[src/rtl/i2s_tx.sv]
// i2s_tx: Philips I2S transmitter, clock master.
// Serialises held left/right PCM pairs into BCLK/LRCLK/SDATA.
module i2s_tx #(
    parameter int CLK_DIV      = 2,
    parameter int SAMPLE_WIDTH = 16,
    parameter int SLOT_BITS    = 16
) (
    input  logic                    clk,
    input  logic                    rst,
    input  logic [SAMPLE_WIDTH-1:0] left_data,
    input  logic                    left_valid,
    output logic                    left_ready,
    input  logic [SAMPLE_WIDTH-1:0] right_data,
    input  logic                    right_valid,
    output logic                    right_ready,
    output logic                    i2s_bclk,
    output logic                    i2s_lrclk,
    output logic                    i2s_sdata,
    output logic                    frame_start,
    output logic                    underrun
);

    localparam int N  = 2 * SLOT_BITS;
    localparam int DW = (CLK_DIV > 1) ? $clog2(CLK_DIV) : 1;
    localparam int IW = $clog2(N);
    localparam int PAD = SLOT_BITS - SAMPLE_WIDTH;

    localparam logic [DW-1:0] DIV_LAST = DW'(CLK_DIV - 1);
    localparam logic [IW-1:0] IDX_LAST = IW'(N - 1);
    localparam logic [IW-1:0] SLOT_IDX = IW'(SLOT_BITS);

    logic                    left_full;
    logic                    right_full;
    logic [SAMPLE_WIDTH-1:0] left_q;
    logic [SAMPLE_WIDTH-1:0] right_q;

    logic [DW-1:0] div_cnt;
    logic [IW-1:0] bit_idx;
    logic [IW-1:0] idx_next;
    logic [N-1:0]  shreg;

    logic                 tick;
    logic                 fall;
    logic                 load;
    logic                 pair;
    logic [SLOT_BITS-1:0] left_slot;
    logic [SLOT_BITS-1:0] right_slot;
    logic [N-1:0]         frame;

    assign tick     = (div_cnt == DIV_LAST);
    assign fall     = tick && i2s_bclk;
    assign idx_next = (bit_idx == IDX_LAST) ? '0 : bit_idx + 1'b1;
    assign load     = fall && (bit_idx == IDX_LAST);
    assign pair     = left_full && right_full;

    // Samples sit MSB-aligned in their slot; padding below is zero.
    assign left_slot  = SLOT_BITS'(left_q) << PAD;
    assign right_slot = SLOT_BITS'(right_q) << PAD;
    assign frame      = pair ? {left_slot, right_slot} : '0;

    // Ready is the registered empty flag, held low during reset.
    assign left_ready  = !left_full && !rst;
    assign right_ready = !right_full && !rst;

    // Left holding register: filled by handshake, emptied by a paired load.
    always_ff @(posedge clk) begin
        if (rst) begin
            left_full <= 1'b0;
            left_q    <= '0;
        end else if (load && pair) begin
            left_full <= 1'b0;
        end else if (left_valid && !left_full) begin
            left_full <= 1'b1;
            left_q    <= left_data;
        end
    end

    // Right holding register: same policy, independent of the left one.
    always_ff @(posedge clk) begin
        if (rst) begin
            right_full <= 1'b0;
            right_q    <= '0;
        end else if (load && pair) begin
            right_full <= 1'b0;
        end else if (right_valid && !right_full) begin
            right_full <= 1'b1;
            right_q    <= right_data;
        end
    end

    // BCLK divider: toggle every CLK_DIV system clocks.
    always_ff @(posedge clk) begin
        if (rst) begin
            div_cnt  <= '0;
            i2s_bclk <= 1'b0;
        end else if (tick) begin
            div_cnt  <= '0;
            i2s_bclk <= ~i2s_bclk;
        end else begin
            div_cnt <= div_cnt + 1'b1;
        end
    end

    // Serialiser: on each BCLK fall advance the bit index and shift out.
    // The shift register MSB left over after a frame is the previous
    // frame's last bit, which provides the one-bit I2S delay at k=0.
    always_ff @(posedge clk) begin
        if (rst) begin
            bit_idx     <= IDX_LAST;
            i2s_lrclk   <= 1'b1;
            i2s_sdata   <= 1'b0;
            shreg       <= '0;
            frame_start <= 1'b0;
            underrun    <= 1'b0;
        end else begin
            frame_start <= 1'b0;
            underrun    <= 1'b0;
            if (fall) begin
                bit_idx   <= idx_next;
                i2s_lrclk <= (idx_next >= SLOT_IDX);
                i2s_sdata <= shreg[N-1];
                if (load) begin
                    shreg       <= frame;
                    frame_start <= 1'b1;
                    underrun    <= !pair;
                end else begin
                    shreg <= {shreg[N-2:0], 1'b0};
                end
            end
        end
    end

endmodule

[config.mk]
export PLATFORM = sky130hd
export DESIGN_NAME = i2s_tx
export DESIGN_NICKNAME = d
export VERILOG_FILES = /design/src/rtl/i2s_tx.sv
export SDC_FILE = /design/constraint.sdc
export NUM_CORES = 1
export LEC_CHECK = 0
export ABC_CLOCK_PERIOD_IN_PS = 1700
export CORE_MARGIN = 5
export CORE_UTILIZATION = 35
export CTS_BUF_LIST = sky130_fd_sc_hd__clkbuf_4 sky130_fd_sc_hd__clkbuf_8
export DETAILED_ROUTE_END_ITERATION = 8
export GPL_ROUTABILITY_DRIVEN = 0
export PLACE_DENSITY = 0.67
export SYNTH_ARGS = -nofsm -noshare
export SYNTH_HDL_FRONTEND = slang
export SYNTH_SLANG_ARGS = --single-unit
[constraint.sdc]
create_clock -name clk -period 1.7 [get_ports clk]
set_clock_uncertainty 0.05 [all_clocks]
set_input_delay 0.255 -clock clk [delete_from_list [all_inputs] [get_ports clk]]
set_output_delay 0.255 -clock clk [all_outputs]
set_load 0.005 [all_outputs]
==> results of run 1 <==
metrics by stage:
step / setup slack (ps) / power [mW]
global placement: -2.27 / 2.62
detailed placement: -57.0 / 2.64
global route: -71.4 / 4.25
finish: -18.9 / 4.03
floorplan: -34.5 / 2.42
CTS: 5.02 / 3.98
cells in the mapped netlist, drive strengths merged:
master	instances
nand2	74
and2	1
a211o	2
nor3b	1
nand3b	2
a21o	1
clkbuf	9
nor2b	2
nor2	38
a221oi	31
nor4	1
ha	2
xnor2	1
buf	23
nor4b	1
and3	2
o21ai	1
a311o	1
a21oi	34
inv	1
nor3	35
nand3	2
dfxtp	76
nand2b	2
what timing repair did:
item,CTS,global route
gates resized for setup,11,23
cloned,0,1
setup buffers,0,0
endpoints found under the setup margin,12,30
pin swaps,0,1
critical path, delay by kind of cell (launching register included):
family	cells	cell delay, ps
AO/OA/AOI/OAI	1	250
adder cells (fa/ha/maj)	2	320
buffers and inverters	1	190
flip-flops	1	340
AND/OR/NAND/NOR	3	460
layout make-up:
cell class              count  area [um2]
fillers                   853        4830
multi-input cells         234        1880
flip-flops and latches     76        1530
repair buffers             60         631
clock buffers              13         173
well taps                 111         139
clock inverters             3        20.0
inverters                   1        3.75
worst max path at each step:
stage | to | slack, ps
finish | shreg[13]$_SDFFE_PP0P_ | -20
floorplan | shreg[17]$_SDFFE_PP0P_ | -30
global placement | shreg[7]$_SDFFE_PP0P_ | -2
global route | shreg[15]$_SDFFE_PP0P_ | -70
detailed placement | shreg[6]$_SDFFE_PP0P_ | -60
CTS | shreg[19]$_SDFFE_PP0P_ | 5
metal layers:
layer	wire (um)	vias to the layer above
met1	3230	1167
met3	313	11
li1	-	1280
met2	3550	37
met4	131	0
met5	0	-
sequential cells by signal, indices dropped and copies added (netlist names):
signal / count
i2s_lrclk: 1
left_q: 16
div_cnt: 1
i2s_sdata: 1
right_q: 16
bit_idx: 4
right_full: 1
shreg: 32
i2s_bclk: 1
left_full: 1
frame_start: 1
underrun: 1
kinds of logic after synthesis:
kind of cell               after synthesis
DFF                                     76
adders and majority gates                2
xor gates and xnor gates                 1
and+or+nand+nor                        161
AOI/OAI and AO/OA                       70
buffers and inverters                   33
power by group through the flow:
stage | clock network, mW | registers (mW) | logic [mW]
after CTS | 1.35 | 1.96 | 0.664
after floorplan | 0 | 1.98 | 0.439
after global routing | 1.43 | 2.00 | 0.819
final | 1.30 | 1.98 | 0.745
after global placement | 0 | 2.00 | 0.627
after detailed placement | 0 | 2.00 | 0.641
cells in the final DEF (no fill, tap or decap), types with 4 or more instances in the layout:
cell,n
a21oi_1,34
a221oi_2,6
a221oi_4,25
buf_12,5
buf_4,12
clkbuf_8,12
clkdlybuf4s50_1,41
dfxtp_1,72
dfxtp_2,4
nand2_1,73
nor2_1,36
nor3_1,5
nor3_2,30
==> impl_metrics.ini, run 1 <==
[global_route]
grt_max_degree = 58
grtUsageMet1_pct = 17.4
grt-busiest-layer = met2
overflow = 0
antenna_found_initial = 0
grtUsageMet3_pct = 4.03
grt_usage_pct = 13.5
grt_pass1_wl_um = 12300
grt_pass1_vias = 2556
use_met2_pct = 21.0

[power]
ir_drop_uv = 379
p_comb_share_pct = 18.5
clock_power_share_pct = 32.2
p_int_mw = 2.87
switching_share_pct = 28.7
p_per_area_mw_per_mm2 = 922
power.leakage_nw = 1.56
power_frac_seq_pct = 49.3
netSwitchingPower_mw = 1.16

[clocking]
htreeDepth = 3
numCtsBuffers = 9
cts_hold_buffers = 0
cts-root-buf = clkbuf_8
clk_latency_ps = 350
clk_pin_slew_ps = 80
cts.sinks = 76
cts_tree = yes
clockBufferDepth = 2

[place]
dp.cells = 481
dpl_cell_area_mm2 = 0.00383
io_buffers = 42
hpwl_um = 4600

[synthesis]
ys_types = 31
synth_seq_cells = 76
synth_fa_ha_area_share_pct = 0.763
yosysSeqAreaShare_pct = 46.4
synth_xor_area_share_pct = 0.267
syn_nets = 381
synth_compound_area_share_pct = 20.2
synth_top_area_share_pct = 46.4
synth_area_leaders = dfxtp_1, a221oi_2, nor3_2
yosysWarnings = 0
synth.avg_cell_area_um2 = 9.56
syn_area_mm2 = 0.00328
synth_top_family_by_area = simple AND/OR/NAND/NOR gates
yosys.area.top_type = dfxtp_1
synthMuxAreaShare_pct = 0
syn_inst = 343
synthSimpleGateAreaFrac_pct = 25.4

[setup_path]
start_kind = register
startpoint = bit_idx[1]$_SDFFE_PP1P_
cp-end-kind = register
max_stage_delay_ps = 340
cp.required_ps = 1870
cp.arrival_ps = 1880
r2r_end = shreg[13]$_SDFFE_PP0P_
cp_slowest_cell = dfxtp_2
worst-path-max-fanout = 9
reg2reg_from = bit_idx[1]$_SDFFE_PP1P_
worst-r2r-cell-count = 7
crit_type = reg2reg
path_cells = ha_4 -> and3_4 -> ha_4 -> and3_4 -> clkbuf_16 -> a221oi_2 -> nor3_2
r2r_slack_ps = -20

[timing]
tightestPinTransition_ps = 713
final.setup.tns_ps = -106
fin_ws_ps = -18.9
relSlewSlack_pct = 52.5
hold_viol = 0
setup_viol = 8
fin_hold_ws_ps = 379
drv_slew = 0
fin_crit_ps = 1720
finalCritPeriodShare_pct = 101
fmax_mhz = 582
rsz0062_at_grt = yes

[floorplanning]
io_pins = 43
die_w_um = 107
core-area_mm2 = 0.00920
row_count = 35
dieArea_mm2 = 0.0114
die_h_um = 107
start_util_pct = 35.7

[drt]
drt_iter0_markers = 84
drc = 0
vias = 2495
totalWireLength_um = 7230
post_drt_wl_per_cell_um = 14.5
antenna_left = 0
vias_per_cell = 5.01
dr.pass1.iters = 4

[final_layout]
fin_nets = 420
drive_above_1_share_pct = 27.6
area_growth_pct = 33.2
postLayoutCellArea_mm2 = 0.00437
diodes = 0
final_util_pct = 47.5
instances_no_fill = 498

[worst_hold_path]
min_to = frame_start$_SDFF_PP0_
hold_depth = 3
worstHoldStart = rst
hold_class = in2reg

[run]
cap_violations = 0

[run_status]
violations = negative setup slack
status = finished with violations
Power figures use the tool's default switching activity.
==> run 2: changes to the inputs <==
--- a/config.mk
+++ b/config.mk
@@ -5,6 +5,7 @@
 export SDC_FILE = /design/constraint.sdc
 export NUM_CORES = 1
 export LEC_CHECK = 0
+export ABC_AREA = 0
 export ABC_CLOCK_PERIOD_IN_PS = 1700
 export CORE_MARGIN = 5
 export CORE_UTILIZATION = 35
==> results of run 2 <==
Same layout as run 1: the final DEF is identical, and so are final timing and power.
==> run 3: changes to the inputs <==
--- a/config.mk
+++ b/config.mk
@@ -6,13 +6,13 @@
 export NUM_CORES = 1
 export LEC_CHECK = 0
 export ABC_AREA = 0
-export ABC_CLOCK_PERIOD_IN_PS = 1700
+export ABC_CLOCK_PERIOD_IN_PS = 1750
 export CORE_MARGIN = 5
 export CORE_UTILIZATION = 35
 export CTS_BUF_LIST = sky130_fd_sc_hd__clkbuf_4 sky130_fd_sc_hd__clkbuf_8
 export DETAILED_ROUTE_END_ITERATION = 8
 export GPL_ROUTABILITY_DRIVEN = 0
-export PLACE_DENSITY = 0.67
+export PLACE_DENSITY = 0.65
 export SYNTH_ARGS = -nofsm -noshare
 export SYNTH_HDL_FRONTEND = slang
 export SYNTH_SLANG_ARGS = --single-unit
==> constraint.sdc (replaced) <==
create_clock -name clk -period 1.75 [get_ports clk]
set_clock_uncertainty 0.05 [all_clocks]
set_input_delay 0.2625 -clock clk [delete_from_list [all_inputs] [get_ports clk]]
set_output_delay 0.2625 -clock clk [all_outputs]
set_load 0.005 [all_outputs]
==> run 3 against run 2 <==
  * The flow now finishes without violations
  * Sequential power decreased by 4%
  * Critical endpoint is now shreg[15]$_SDFFE_PP0P_
  * Largest power group unchanged
  * Worst hold slack got worse by 13 ps
  * Non-clock buffer count decreased by 1
  * Largest cell class unchanged
  * Clock-buffer cell count decreased by 3
==> impl_metrics.ini, run 3 (synthesis results as in run 1) <==
[floorplanning]
core-area_mm2 = 0.00920
start_util_pct = 35.7
dieArea_mm2 = 0.0114
io_pins = 43
die_w_um = 107
die_h_um = 107
row_count = 35

[global_route]
grt_pass1_vias = 2482
antenna_found_initial = 0
grt_max_degree = 47
overflow = 0
grt_usage_pct = 13.0
grt_pass1_wl_um = 11900

[setup_path]
start_kind = register
crit_type = reg2reg
cp.required_ps = 1930
cp.arrival_ps = 1900
worst-path-max-fanout = 17
cp-end-kind = register

[power]
power.leakage_nw = 1.58
p_per_area_mw_per_mm2 = 920
ir_drop_uv = 400

[drt]
vias = 2490
drc = 0
post_drt_wl_per_cell_um = 14.2
dr.pass1.iters = 4
antenna_left = 0
drt_iter0_markers = 68
vias_per_cell = 5.02
totalWireLength_um = 7030

[worst_hold_path]
hold_class = in2reg

[place]
hpwl_um = 4700
dpl_cell_area_mm2 = 0.00384
io_buffers = 42
dp.cells = 481

[clocking]
htreeDepth = 3
cts.sinks = 76
cts-root-buf = clkbuf_8
cts_setup_buffers = 0
numCtsBuffers = 9
cts_hold_buffers = 0
clk_pin_slew_ps = 80
clk_latency_ps = 340
cts_tree = yes
clockBufferDepth = 2

[final_layout]
seq_area_mm2 = 0.00152
instances_no_fill = 496
largest_reg_flops = 32
final_util_pct = 45.2
top_regs = shreg: 32 flops, left_q: 16 flops, right_q: 16 flops
layout_common_cells = dfxtp_1, nand2_1, clkdlybuf4s50_1
regMostFlops = shreg
drive_above_1_share_pct = 26.2
diodes = 0
multi_input_area_mm2 = 0.00168
area_growth_pct = 26.7
postLayoutCellArea_mm2 = 0.00415
fin_nets = 419
layout_commonest_cell = dfxtp_1
fillers = 907

[timing]
drv_slew = 0
fin_crit_ps = 1720
tightestPinTransition_ps = 432
finalCritPeriodShare_pct = 98.3
setup_viol = 0
hold_viol = 0
rsz0062_at_grt = yes
fin_hold_ws_ps = 366
fmax_mhz = 581
relSlewSlack_pct = 71.1

[run]
cap_violations = 0

[run_status]
status = finished, final reports clean
## run 3: cell count changes in the layout (fill, tap and decap cells not counted), sizes merged
cell / previous run / this run
bufinv: 0 / 1
clkbuf: 14 / 10
clkinv: 1 / 4
clkinvlp: 2 / 0
## run 3: layout make-up
| class | count | area share (%) |
|---|---|---|
| inverters | 1 | 0.0904 |
| clock inverters | 5 | 1.30 |
| clock buffers | 10 | 3.16 |
| flip-flops and latches | 76 | 36.7 |
| multi-input cells | 234 | 40.4 |
| well taps | 111 | 3.34 |
| repair buffers | 59 | 15.1 |
## run 3: report_power, final
part	internal [mW]	total [mW]	switching (mW)
logic	0.294	0.649	0.356
registers	1.83	1.91	0.0831
clock network	0.662	1.26	0.599
## run 3: what timing repair did
action	4_1_cts	5_1_grt
gates resized for setup	2	14
pin swaps	0	2
endpoints found under the setup margin	2	34
## run 3: critical path: stages, from the launching register on
cell      delay (ps)
dfxtp_2          340
ha_4             160
and3_4           180
ha_4             170
and3_4           220
buf_12           170
a221oi_2         260
nor3_2            70
## run 3: through the flow
step	setup TNS, ps	setup WS, ps	total power, mW
CTS	0	4.87	3.85
finish	0	29.8	3.82
global route	-426	-31.9	4.03
global placement	0	51.9	2.55
detailed placement	-12.1	-10.5	2.56
floorplan	0	11.8	2.35
## run 3: final timing paths
kind | slack [ps] | from | to | cells past startpoint
worst max-delay path | 30 | bit_idx[1]$_SDFFE_PP1P_ | shreg[15]$_SDFFE_PP0P_ | 7
worst max register to register | 30 | bit_idx[1]$_SDFFE_PP1P_ | shreg[15]$_SDFFE_PP0P_ | 7
worst min register to register | 410 | shreg[31]$_SDFFE_PP0P_ | i2s_sdata$_SDFFE_PP0P_ | 2
worst min-delay path | 370 | rst | left_q[2]$_SDFFE_PP0P_ | 3
## run 3: routing by layer
metal	vias to the layer above	wire length [um]	global-route usage (%)
met4	0	76	4.11
met2	34	3620	21.6
met1	1179	3140	16.0
li1	1272	-	-
met5	-	0	0
met3	5	204	3.97
